## config.mk

```make
export PLATFORM = sky130hd
export DESIGN_NAME = fifo_stream_reader
export DESIGN_NICKNAME = d
export VERILOG_FILES = /design/src/rtl/fifo_stream_reader.sv
export SDC_FILE = /design/constraint.sdc
export NUM_CORES = 1
export LEC_CHECK = 0
export BUFFER_PORTS_ARGS = -buffer_cell sky130_fd_sc_hd__buf_2
export CAP_MARGIN = 20
export CORE_ASPECT_RATIO = 0.9
export CORE_MARGIN = 4
export CORE_UTILIZATION = 52
export CTS_CLUSTER_DIAMETER = 30
export DETAILED_ROUTE_END_ITERATION = 8
export PLACE_DENSITY_LB_ADDON = 0.12
export RECOVER_POWER = 100
export SKIP_LAST_GASP = 1
export SLEW_MARGIN = 20
export SYNTH_ARGS = -nofsm -noshare
export SYNTH_HDL_FRONTEND = slang
export SYNTH_SLANG_ARGS = --single-unit
```

## constraint.sdc

```tcl
create_clock -name CLK -period 2.35 [get_ports CLK]
set_input_delay 0.235 -clock CLK [delete_from_list [all_inputs] [get_ports CLK]]
set_output_delay 0.235 -clock CLK [all_outputs]
set_load 0.05 [all_outputs]
```

## src/rtl/fifo_stream_reader.sv

```systemverilog
// Read-side controller for the synchronous FIFO: drains it into a valid/ready stream via a skid buffer.
// Optional: define FIFO_RD_STATS_EN to add the saturating Word_Count output.
module fifo_stream_reader #(
    parameter int FIFO_WIDTH = 8,
    parameter int BUF_DEPTH  = 2
`ifdef FIFO_RD_STATS_EN
    ,
    parameter int CNT_WIDTH  = 16
`endif
) (
    input  logic                  CLK,
    input  logic                  RST,
    input  logic                  Fifo_Empty,
    input  logic [FIFO_WIDTH-1:0] Fifo_Data,
    output logic                  Fifo_Rd_Req,
    output logic [FIFO_WIDTH-1:0] Out_Data,
    output logic                  Out_Valid,
    input  logic                  Out_Ready
`ifdef FIFO_RD_STATS_EN
    ,
    output logic [CNT_WIDTH-1:0]  Word_Count
`endif
);

    localparam int PTR_W = (BUF_DEPTH > 1) ? $clog2(BUF_DEPTH) : 1;
    // Two extra bits keep count + inflight - pop clear of wrap-around.
    localparam int CW = $clog2(BUF_DEPTH) + 2;
    localparam logic [CW-1:0]    DEPTH_C  = CW'(BUF_DEPTH);
    localparam logic [PTR_W-1:0] PTR_LAST = PTR_W'(BUF_DEPTH - 1);

    logic [FIFO_WIDTH-1:0] mem [BUF_DEPTH];
    logic [PTR_W-1:0]      wr_ptr;
    logic [PTR_W-1:0]      rd_ptr;
    logic [CW-1:0]         count;
    logic [CW-1:0]         count_nxt;
    logic                  inflight;
    logic                  pop;

    function automatic logic [PTR_W-1:0] ptr_inc(input logic [PTR_W-1:0] p);
        return (p == PTR_LAST) ? '0 : p + 1'b1;
    endfunction

    assign Out_Valid = (count != '0);
    assign Out_Data  = mem[rd_ptr];
    assign pop       = Out_Valid && Out_Ready;
    assign count_nxt = count + CW'(inflight) - CW'(pop);

    // Credit check: only request when the word would still have a free slot on arrival.
    assign Fifo_Rd_Req = !RST && !Fifo_Empty && (count_nxt < DEPTH_C);

    always_ff @(posedge CLK) begin
        if (RST) begin
            count    <= '0;
            inflight <= 1'b0;
            wr_ptr   <= '0;
            rd_ptr   <= '0;
            // NOTE: the buffer is reset so Out_Data reads 0 after reset; this keeps it in flops, not RAM.
            for (int i = 0; i < BUF_DEPTH; i++) begin
                mem[i] <= '0;
            end
        end else begin
            // NOTE: non-blocking so every register here sees pre-edge values of the others.
            inflight <= Fifo_Rd_Req;
            count    <= count_nxt;
            if (inflight) begin
                mem[wr_ptr] <= Fifo_Data;
                wr_ptr      <= ptr_inc(wr_ptr);
            end
            if (pop) begin
                rd_ptr <= ptr_inc(rd_ptr);
            end
        end
    end

`ifdef FIFO_RD_STATS_EN
    always_ff @(posedge CLK) begin
        if (RST) begin
            Word_Count <= '0;
        end else if (pop && (Word_Count != '1)) begin
            Word_Count <= Word_Count + 1'b1;
        end
    end
`endif

    overflow_chk: assert property (@(posedge CLK) disable iff (RST) count <= DEPTH_C);

endmodule
```

== Yosys cells after proc, flatten, opt, wreduce, memory -nomap -nowiden ==
Memory sizes are Yosys's and may differ from the RTL's. A register that Yosys moved wholly into a read port is not among the register bits.
Cells that the tools add are included.
Operators by class
  shift operators: 0
  equality and inequality tests: 0
  $lt $le $gt $ge: 1
  div/mod/pow operators: 0
  multipliers: 0
  reduce and logical (&&, ||, !) cells: 7
  add/sub/neg operators: 4
  muxes and demuxes: 12
  bitwise operators: 0
Operators with widths (count)
  $mux W1: 11
  $mux W8: 1
  $reduce_or A8 Y1: 1
  $add A3 B1 Y3: 1
  $logic_and A1 B1 Y1: 3
  $lt A3 B2 Y1 const B: 1
  $reduce_bool A3 Y1: 1
  $sub A3 B1 Y3: 1
  $add A1 B1 Y1 const B: 2
  $logic_not A1 Y1: 2
Word-level totals
  memories: 1
  bits in latches: 0
  register bits: 6
  logic and storage cells: 29
  RAM bits: 16
  memory bits (read-only): 0
Memory list
  mem: depth 2, bits a word 8, rd ports 1, clocked after Yosys merged registers in 1, write ports 2, RTL line 31  | logic [FIFO_WIDTH-1:0] mem [BUF_DEPTH];

== Logic depth before layout (Yosys ltp) ==
Gate-level depths: netlist of the first run.
  depth after elaboration: 5
  mapped depth: 7

== Least setup slack after synthesis of the first run ==
No wires, ideal clock.
  path type: register to output
  from: reg count[1]
  to: out Fifo_Rd_Req
  arrival time: 3175 ps
  cell stages (with the launch flop): 8
  slack: -1060 ps
  buffers on the path: 0
  required time: 2115 ps
  path through: dfxtp_1 -> o31a_2 -> ha_1 -> inv_1 -> ha_1 -> fa_1 -> xnor3_1 -> nor4_1
On the way
  word-level cells in the longest chain between the ends: 5
RTL lines
  from (decl): RTL line 34  | logic [CW-1:0] count;
  from (signal assigned): RTL line 64  | count <= count_nxt;
  $reduce_bool A3 Y1: RTL line 43  | assign Out_Valid = (count != '0);
  $logic_and A1 B1 Y1: RTL line 45  | assign pop = Out_Valid && Out_Ready;
  named net pop: RTL line 37  | logic pop;
  $sub A3 B1 Y3: RTL line 46  | assign count_nxt = count + CW'(inflight) - CW'(pop);
  $lt A3 B2 Y1: RTL line 49  | assign Fifo_Rd_Req = !RST && !Fifo_Empty && (count_nxt < DEPTH_C);
  $logic_and A1 B1 Y1: RTL line 49
  to (decl): RTL line 15  | output logic Fifo_Rd_Req,
The timed path passes the listed nets, and every way through them passes these cells.

== Worst setup path in the final report of the first run ==
Ends and elaborated chain as after synthesis.

==> results of run 1 <==
[routing by layer]
layer | share of wire [%] | global-route usage, % | vias to the layer above
met5 | 0 | 0 | -
met1 | 39 | 15.20 | 302
met4 | 0.74 | 4.858 | 0
met3 | 5.2 | 3.264 | 2
li1 | - | - | 337
met2 | 55 | 24.61 | 15
[through the flow]
stage | hold slack [ns] | setup WS, ns
floorplan | 0.3137 | -0.1809
CTS | 0.1253 | -0.3353
detailed placement | 0.4568 | -0.06730
finish | 0.1294 | -0.3250
global route | 0.1156 | -0.4631
global placement | 0.4530 | -0.02961
[logic make-up (layout without fill, tap and decap cells)]
logic type | Yosys count | in the layout
xor+xnor | 1 | 1
simple gates | 37 | 37
flops | 23 | 23
buf+inv | 7 | 33
fa+ha+maj | 3 | 3
mux | 10 | 10
compound gates | 2 | 2
[worst max-delay path, cell delays in order (launching register included)]
cell     delay [ns]
dfxtp_1        0.33
o31a_2         0.35
ha_1           0.27
inv_1          0.04
ha_1           0.18
fa_1           0.37
xnor3_1        0.25
nor4_4         0.16
buf_6          0.19
[path summary, 6_finish.rpt]
check,to,slack (ns),cells past startpoint
worst max register to register,inflight,0.22,7
worst min register to register,wr_ptr,0.50,2
worst max-delay path,Fifo_Rd_Req,-0.33,8
worst min-delay path,inflight,0.13,2
[cell usage in the layout, fill, tap and decap left out, types with 2 or more instances in the layout]
| cell type | netlist | layout |
|---|---|---|
| nor2_1 | 17 | 17 |
| edfxtp_1 | 16 | 16 |
| nand2b_1 | 12 | 12 |
| buf_2 | 2 | 11 |
| clkbuf_1 | 1 | 10 |
| mux2_2 | 8 | 8 |
| dfxtp_1 | 7 | 7 |
| inv_1 | 4 | 4 |
| nor2b_1 | 4 | 4 |
| clkbuf_4 | 0 | 4 |
| buf_4 | 0 | 3 |
| mux2_1 | 2 | 2 |
| ha_1 | 2 | 2 |
[cell usage after synthesis (all sizes together)]
master,instances
a21oi,1
buf,2
clkbuf,1
dfxtp,7
edfxtp,16
fa,1
ha,2
inv,4
mux2,10
nand2,1
nand2b,12
nor2,17
nor2b,4
nor4,2
o31a,1
or3,1
xnor3,1
[layout make-up]
cell class / count / area [um2]
Timing Repair Buffer: 25 / 130.1
Inverter: 4 / 15.01
Tap cell: 25 / 31.28
Sequential cell: 23 / 620.6
Fill cell: 158 / 674.4
Multi-Input combinational cell: 53 / 397.9
Clock buffer: 4 / 26.28
[repair_timing]
action                                  4_1_cts  5_1_grt
pin swaps                                     0        0
buffers inserted                              0        0
endpoints found under the setup margin        1        1
gates resized for setup                       2        0
[report_power, final]
group	switching (mW)	internal (mW)	leakage [nW]
clock network	0.108	0.0661	0.0150
logic	0.441	0.255	0.243
registers	0.0520	0.530	0.224
[state kept, by name, summed over array words and instances, names as in the netlist, named ones only]
register and cells:
mem 16, count 3, inflight 1, rd_ptr 1, wr_ptr 1
==> metrics.txt, run 1 <==
worst hold path class in2reg; Yosys top cell area share 46.55%; fin cells 134; Pwr per Cell Area ~1200 nW/um2; max cap viols 0; Die W 54.97 um; drt drc 0; post-synthesis mux area share 10.91%; Pins Over Slew Limit 0; min Tclk post-route 2.675 ns; CTS Buffer Depth 2; post-synthesis average cell area 12.44 um2; XOR/XNOR Fraction of Synth Area 2.182%; worst slew pin tran between 0.5 and 0.6 ns; Post-Synth Simple-Gate Area a little under a fifth; crit share post-route 113.8%; final setup fails 1; Sink Count 23; share of post-route cells with drive strength above 1 27.52%; Final Hold Fails 0; global-route wire length before repair 2.718 mm; Layout area overhead 18.30%; Vias/cell slightly below 5; Num CTS Buffers 3; sequential fraction of the synthesis area about 60%; placed cell areas 1200 um2; Max VDD drop 0.0006858 V; status finished with violations; area of the die 2763 um2; I/O Pins 22; Synth Instances 83; Design Power 1.451 mW; Starting Density 54.46%; DRT antenna net count 0; fmax 0.3738 GHz; Post-Syn Nets 98; Finished Core Util 64.42%; vias in the first global route 660; Worst Path Arrival about 2.4 ns; wire length per cell ~12 um; Worst Setup SP count[1]; synth top area cells edfxtp_1, dfxtp_1, mux2_2; core region area 1896 um2; Total Routing Usage GR a little over an eighth; CP Max Fanout 3; Crit. End Element primary output; Fin Setup TNS -0.3250 ns; CTS tree built; main combinational cell family by area after synthesis simple AND/OR/NAND/NOR gates; fin nets 125; final WL 1.622 mm; Die Ht 50.27 um; I/O Buffers 21; post-DP HPWL approximately 1.2 mm; hold_buf cts 0; mapped cell area 1032 um2; GRT overflow 0; Core Rows 15; Clk pin slew, worst setup/hold paths 0.12 ns; Final Cell Area 1221 um2; Crit Path Class reg2out; Placed Instances 130; RSZ-0062 raised after global routing yes; Final Worst Setup Slack -0.3250 ns; number of detailed-route iterations in the first pass 4; worst rel slew slack between 60% and 70%; root buf cell clkbuf_4; largest net degree at the start of global routing 19; reg2reg start count[1]; Synth area leader edfxtp_1; Synth Area in Adders roughly 4.4%; HP Start Fifo_Empty; Inserted Diodes 0; Placer Congestion 0.6897; DR iter-0 viols 10; number of synthesized register bits 23; Worst EP required 2.12 ns; initial antenna violation count 0; CTS H-tree lvls 1; Synth Area in Compound Gates under 10%; vias 656; CP startpoint kind flop; Pleak roughly 0.48 nW; warnings from Yosys 0; worst skew pair latency about 0.30 ns; synth unique cells 18; failing checks negative setup slack; Clock Skew 0.005022 ns
(Power assumes the default switching activity.)
==> run 2: changes to the inputs <==
--- a/config.mk
+++ b/config.mk
@@ -14,6 +14,7 @@
 export DETAILED_ROUTE_END_ITERATION = 8
 export PLACE_DENSITY_LB_ADDON = 0.12
 export RECOVER_POWER = 100
+export SKIP_CTS_REPAIR_TIMING = 1
 export SKIP_LAST_GASP = 1
 export SLEW_MARGIN = 20
 export SYNTH_ARGS = -nofsm -noshare
==> metrics.txt, run 2 (synthesis results as in run 1) <==
Hold Worst Slack roughly 0.13 ns; largest reg by FF count mem; post-DP HPWL 1.176 mm; CTS tree built; Pwr per Cell Area approximately 1200 nW/um2; fmax 0.3738 GHz; Finished Core Util approximately 64%; worst hold path class in2reg; fin nets 125; Worst Setup SP count[1]; I/O Buffers 21; Crit. End Element primary output; number of flip-flops in the largest register 16; Layout area overhead 18.30%; GRT overflow 0; CTS H-tree lvls 1; Crit Path Class reg2out; share of post-route cells with drive strength above 1 27.52%; Placer Congestion 0.6897; status finished with violations; worst rel slew slack between 60% and 70%; CP startpoint kind flop; Design Power 1.451 mW; Vias/cell 4.896; Pleak 0.4821 nW; final setup fails 1; global-route wire length before repair ~2.7 mm; reg2reg start count[1]; Top Registers mem (16), count (3); DRT antenna net count 0; vias in the first global route 659; Final Hold Fails 0; core region area 1896 um2; worst slew pin tran 0.5951 ns; Final Worst Setup Slack -0.3250 ns; Worst Path Arrival 2.44 ns; initial antenna violation count 0; largest net degree at the start of global routing 19; Worst EP required approximately 2.1 ns; I/O Pins 22; Clock Skew 0.005022 ns; CTS Buffer Depth 2; Max VDD drop 0.0006858 V; Core Rows 15; Pins Over Slew Limit 0; RSZ-0062 raised after global routing yes; CP Max Fanout 3; commonest cells after routing, fill and taps aside nor2_1, edfxtp_1, nand2b_1; Die Ht 50.27 um; area of the die roughly 2800 um2; worst skew pair latency 0.30 ns; number of detailed-route iterations in the first pass 4; Layout fillers 158; most common cell after layout, fill and taps aside nor2_1; R2R setup slack 0.22 ns; Inserted Diodes 0; crit share post-route 113.8%; DR iter-0 viols 10; min Tclk post-route about 2.7 ns; vias 656; Starting Density 54.46%; Sink Count 23; Die W 54.97 um; HP Start Fifo_Empty; max cap viols 0; Num CTS Buffers 3; root buf cell clkbuf_4; Clk pin slew, worst setup/hold paths 0.12 ns; wire length per cell 12.10 um; drt drc 0; Total Routing Usage GR 13.66%; failing checks negative setup slack; final WL about 1.6 mm
run 2: where the power goes:
part	switching (mW)	total, mW	internal (mW)
Combinational	0.441	0.696	0.255
Sequential	0.0520	0.582	0.530
Clock	0.108	0.174	0.0661
Total	0.601	1.45	0.851
run 2: metrics by stage:
stage	setup WS, ns	instances	setup TNS (ns)	instance area (um2)
floorplan	-0.1809	83	-0.1809	1047
global placement	-0.02961	130	-0.02961	1200
detailed placement	-0.06730	130	-0.06730	1200
CTS	-0.4140	134	-0.4140	1226
global route	-0.4631	134	-0.4631	1221
finish	-0.3250	134	-0.3250	1221
run 2: layer usage:
layer	routed length (um)	GRT usage [%]	vias up
met5	0	0	-
met4	12	4.858	0
met3	85	2.967	2
met2	886	24.41	15
met1	639	15.40	302
li1	-	-	337
run 2: worst max-delay path: stages (launching register included):
cell and delay (ns):
dfxtp_1 0.33, o31a_2 0.35, ha_1 0.27, inv_1 0.04, ha_1 0.18, fa_1 0.37
xnor3_1 0.25, nor4_4 0.16, buf_6 0.19
run 2: path summary, 6_finish.rpt:
| check | end | depth (start not counted) |
|---|---|---|
| setup reg to reg | inflight | 7 |
| hold / removal | inflight | 2 |
| setup / recovery | Fifo_Rd_Req | 8 |
| hold reg to reg | wr_ptr | 2 |
run 2: cell type report:
type | instances | area (um2) | share of cell area (%)
tap | 25 | 31.28 | 2.561
timing repair buffer | 25 | 130.1 | 10.66
clock buffer | 4 | 26.28 | 2.152
sequential | 23 | 620.6 | 50.82
inverter | 4 | 15.01 | 1.230
multi-input combinational | 53 | 397.9 | 32.58
==> run 3: changes to the inputs <==
==> constraint.sdc (replaced) <==
create_clock -name CLK -period 2.95 [get_ports CLK]
set_input_delay 0.295 -clock CLK [delete_from_list [all_inputs] [get_ports CLK]]
set_output_delay 0.295 -clock CLK [all_outputs]
set_load 0.05 [all_outputs]
==> metrics.txt, run 3 (synthesis results as in run 1) <==
status completed; Starting Density 54.46%; vias about 640; number of flip-flops in the largest register 16; post-DP HPWL 1.170 mm; Fin Setup TNS 0 ns; Core Rows 15; Placer Congestion 0.6887; Layout fillers 171; min Tclk post-route 2.792 ns; fin nets between 100 and 150; worst rel slew slack about three fifths; Die W 54.97 um; largest net degree at the start of global routing 19; CP startpoint kind flop; core region area 1896 um2; Post-Place Setup Slack approximately 0.44 ns; number of detailed-route iterations in the first pass 3; final WL 1.597 mm; DRT antenna net count 0; Pins Over Slew Limit 0; combinational group share of total power between 40% and 50%; CTS tree built; CP max-delay cell o31a_2; Crit. End Element primary output; R2R setup slack 0.83 ns; vias in the first global route around 640; worst slew pin tran roughly 0.6 ns; Largest stage delay, worst path around 0.38 ns; max cap viols 0; CTS Buffer Depth 2; fin cells 130; Top Registers mem (16), count (3); Num CTS Buffers 3; area of the die 2763 um2; Net Sw Frac between 40% and 50%; root buf cell clkbuf_4; Worst Path Arrival 2.50 ns; sw power 455.0 uW; DR iter-0 viols 3; largest reg by FF count mem; Die Ht 50.27 um; reg2reg end inflight; reg2reg start count[1]; commonest cells after routing, fill and taps aside nor2_1, edfxtp_1, nand2b_1; wire length per cell 12.28 um; I/O Pins 22; Final Worst Setup Slack between 0.15 and 0.2 ns; Pleak around 0.46 nW; Layout area overhead 14.18%; Sink Count 23; I/O Buffers 21; CTS H-tree lvls 1; Placed Instances 126; hold path endpoint inflight; crit share post-route 94.64%; initial antenna violation count 0; HP Start Fifo_Empty; Crit Path Class reg2out; Final Hold Fails 0; Inserted Diodes 0; drt drc 0; GRT overflow 0; Pwr per Cell Area 931.0 nW/um2; worst skew pair latency 0.30 ns; most common cell after layout, fill and taps aside nor2_1; RSZ-0062 raised after global routing no; Max VDD drop ~0.00058 V; Clk pin slew, worst setup/hold paths 0.11 ns; fmax roughly 0.36 GHz; worst-path cell chain o31a_2 > ha_1 > inv_1 > ha_1 > fa_1 > xnor3_1 > nor4_2 > buf_4; share of post-route cells with drive strength above 1 around a quarter; Worst EP required 2.65 ns; final setup fails 0; Clock Power Share 12.2%; Total Routing Usage GR approximately 14%; Seq pwr share 42.5%; P_int approximately 640 uW; Vias/cell 4.931; Hold Path Depth 2; most frequent cell on the critical path ha_1; global-route wire length before repair ~2.7 mm; r2r worst-path depth 7; CP Max Fanout 4; Clock Skew 0.004841 ns; worst hold path class in2reg
==> run 3: cell types whose count changed in the layout (fill, tap and decap cells not counted) <==
cell and delta:
buf_6 -1, buf_4 -2, nor4_4 -1, nor4_2 +1, clkbuf_4 -1
==> run 3: worst max-delay path by stage <==
| stage | start | to | slack [ns] | cells after the start |
|---|---|---|---|---|
| global route | count[1] | Fifo_Rd_Req | 0.009 | 8 |
| finish | count[1] | Fifo_Rd_Req | 0.16 | 8 |
| global placement | count[1] | Fifo_Rd_Req | 0.48 | 8 |
| detailed placement | count[1] | Fifo_Rd_Req | 0.44 | 8 |
| CTS | count[1] | Fifo_Rd_Req | 0.08 | 8 |
| floorplan | count[1] | Fifo_Rd_Req | 0.06 | 7 |
==> run 3: cell type report <==
class                      count  area (um2)  area share, %
multi-input combinational     53       389.1          33.01
timing repair buffer          21       96.34          8.174
tap                           25       31.28          2.654
sequential                    23       620.6          52.65
inverter                       4       15.01          1.274
clock buffer                   4       26.28          2.229
==> run 3: per-stage QoR <==
stage	util, %	total power [mW]	hold slack [ns]	cell area, um2
6_report	62.18	1.097	0.1809	1179
4_1_cts	62.64	1.119	0.1671	1187
5_1_grt	62.18	1.181	0.1694	1179
2_1_floorplan	-	0.8875	0.3737	1039
3_3_place_gp	61.25	0.9709	0.4644	1161
3_5_place_dp	61.25	0.9847	0.4748	1161
==> run 3: metal layers <==
| metal | global-route usage [%] | vias to the layer above | part of all wire (%) |
|---|---|---|---|
| li1 | - | 330 | - |
| met3 | 2.671 | 2 | 4.9 |
| met1 | 16.70 | 298 | 42 |
| met5 | 0 | - | 0 |
| met4 | 6.073 | 0 | 0.75 |
| met2 | 23.82 | 11 | 52 |
==> run 3: power by group through the flow <==
stage / Sequential [mW] / Clock, mW / Combinational, mW
finish: 0.466 / 0.134 / 0.497
global route: 0.477 / 0.159 / 0.545
CTS: 0.469 / 0.140 / 0.510
detailed placement: 0.477 / 0 / 0.508
global placement: 0.470 / 0 / 0.501
floorplan: 0.451 / 0 / 0.436
==> run 3: worst max-delay path, delay by kind of cell (launching register included) <==
kind / cells / cell delay, ns
compound gates: 1 / 0.38
fa+ha+maj: 3 / 0.83
simple gates: 1 / 0.15
buf+inv: 2 / 0.27
xor+xnor: 1 / 0.23
flops: 1 / 0.35
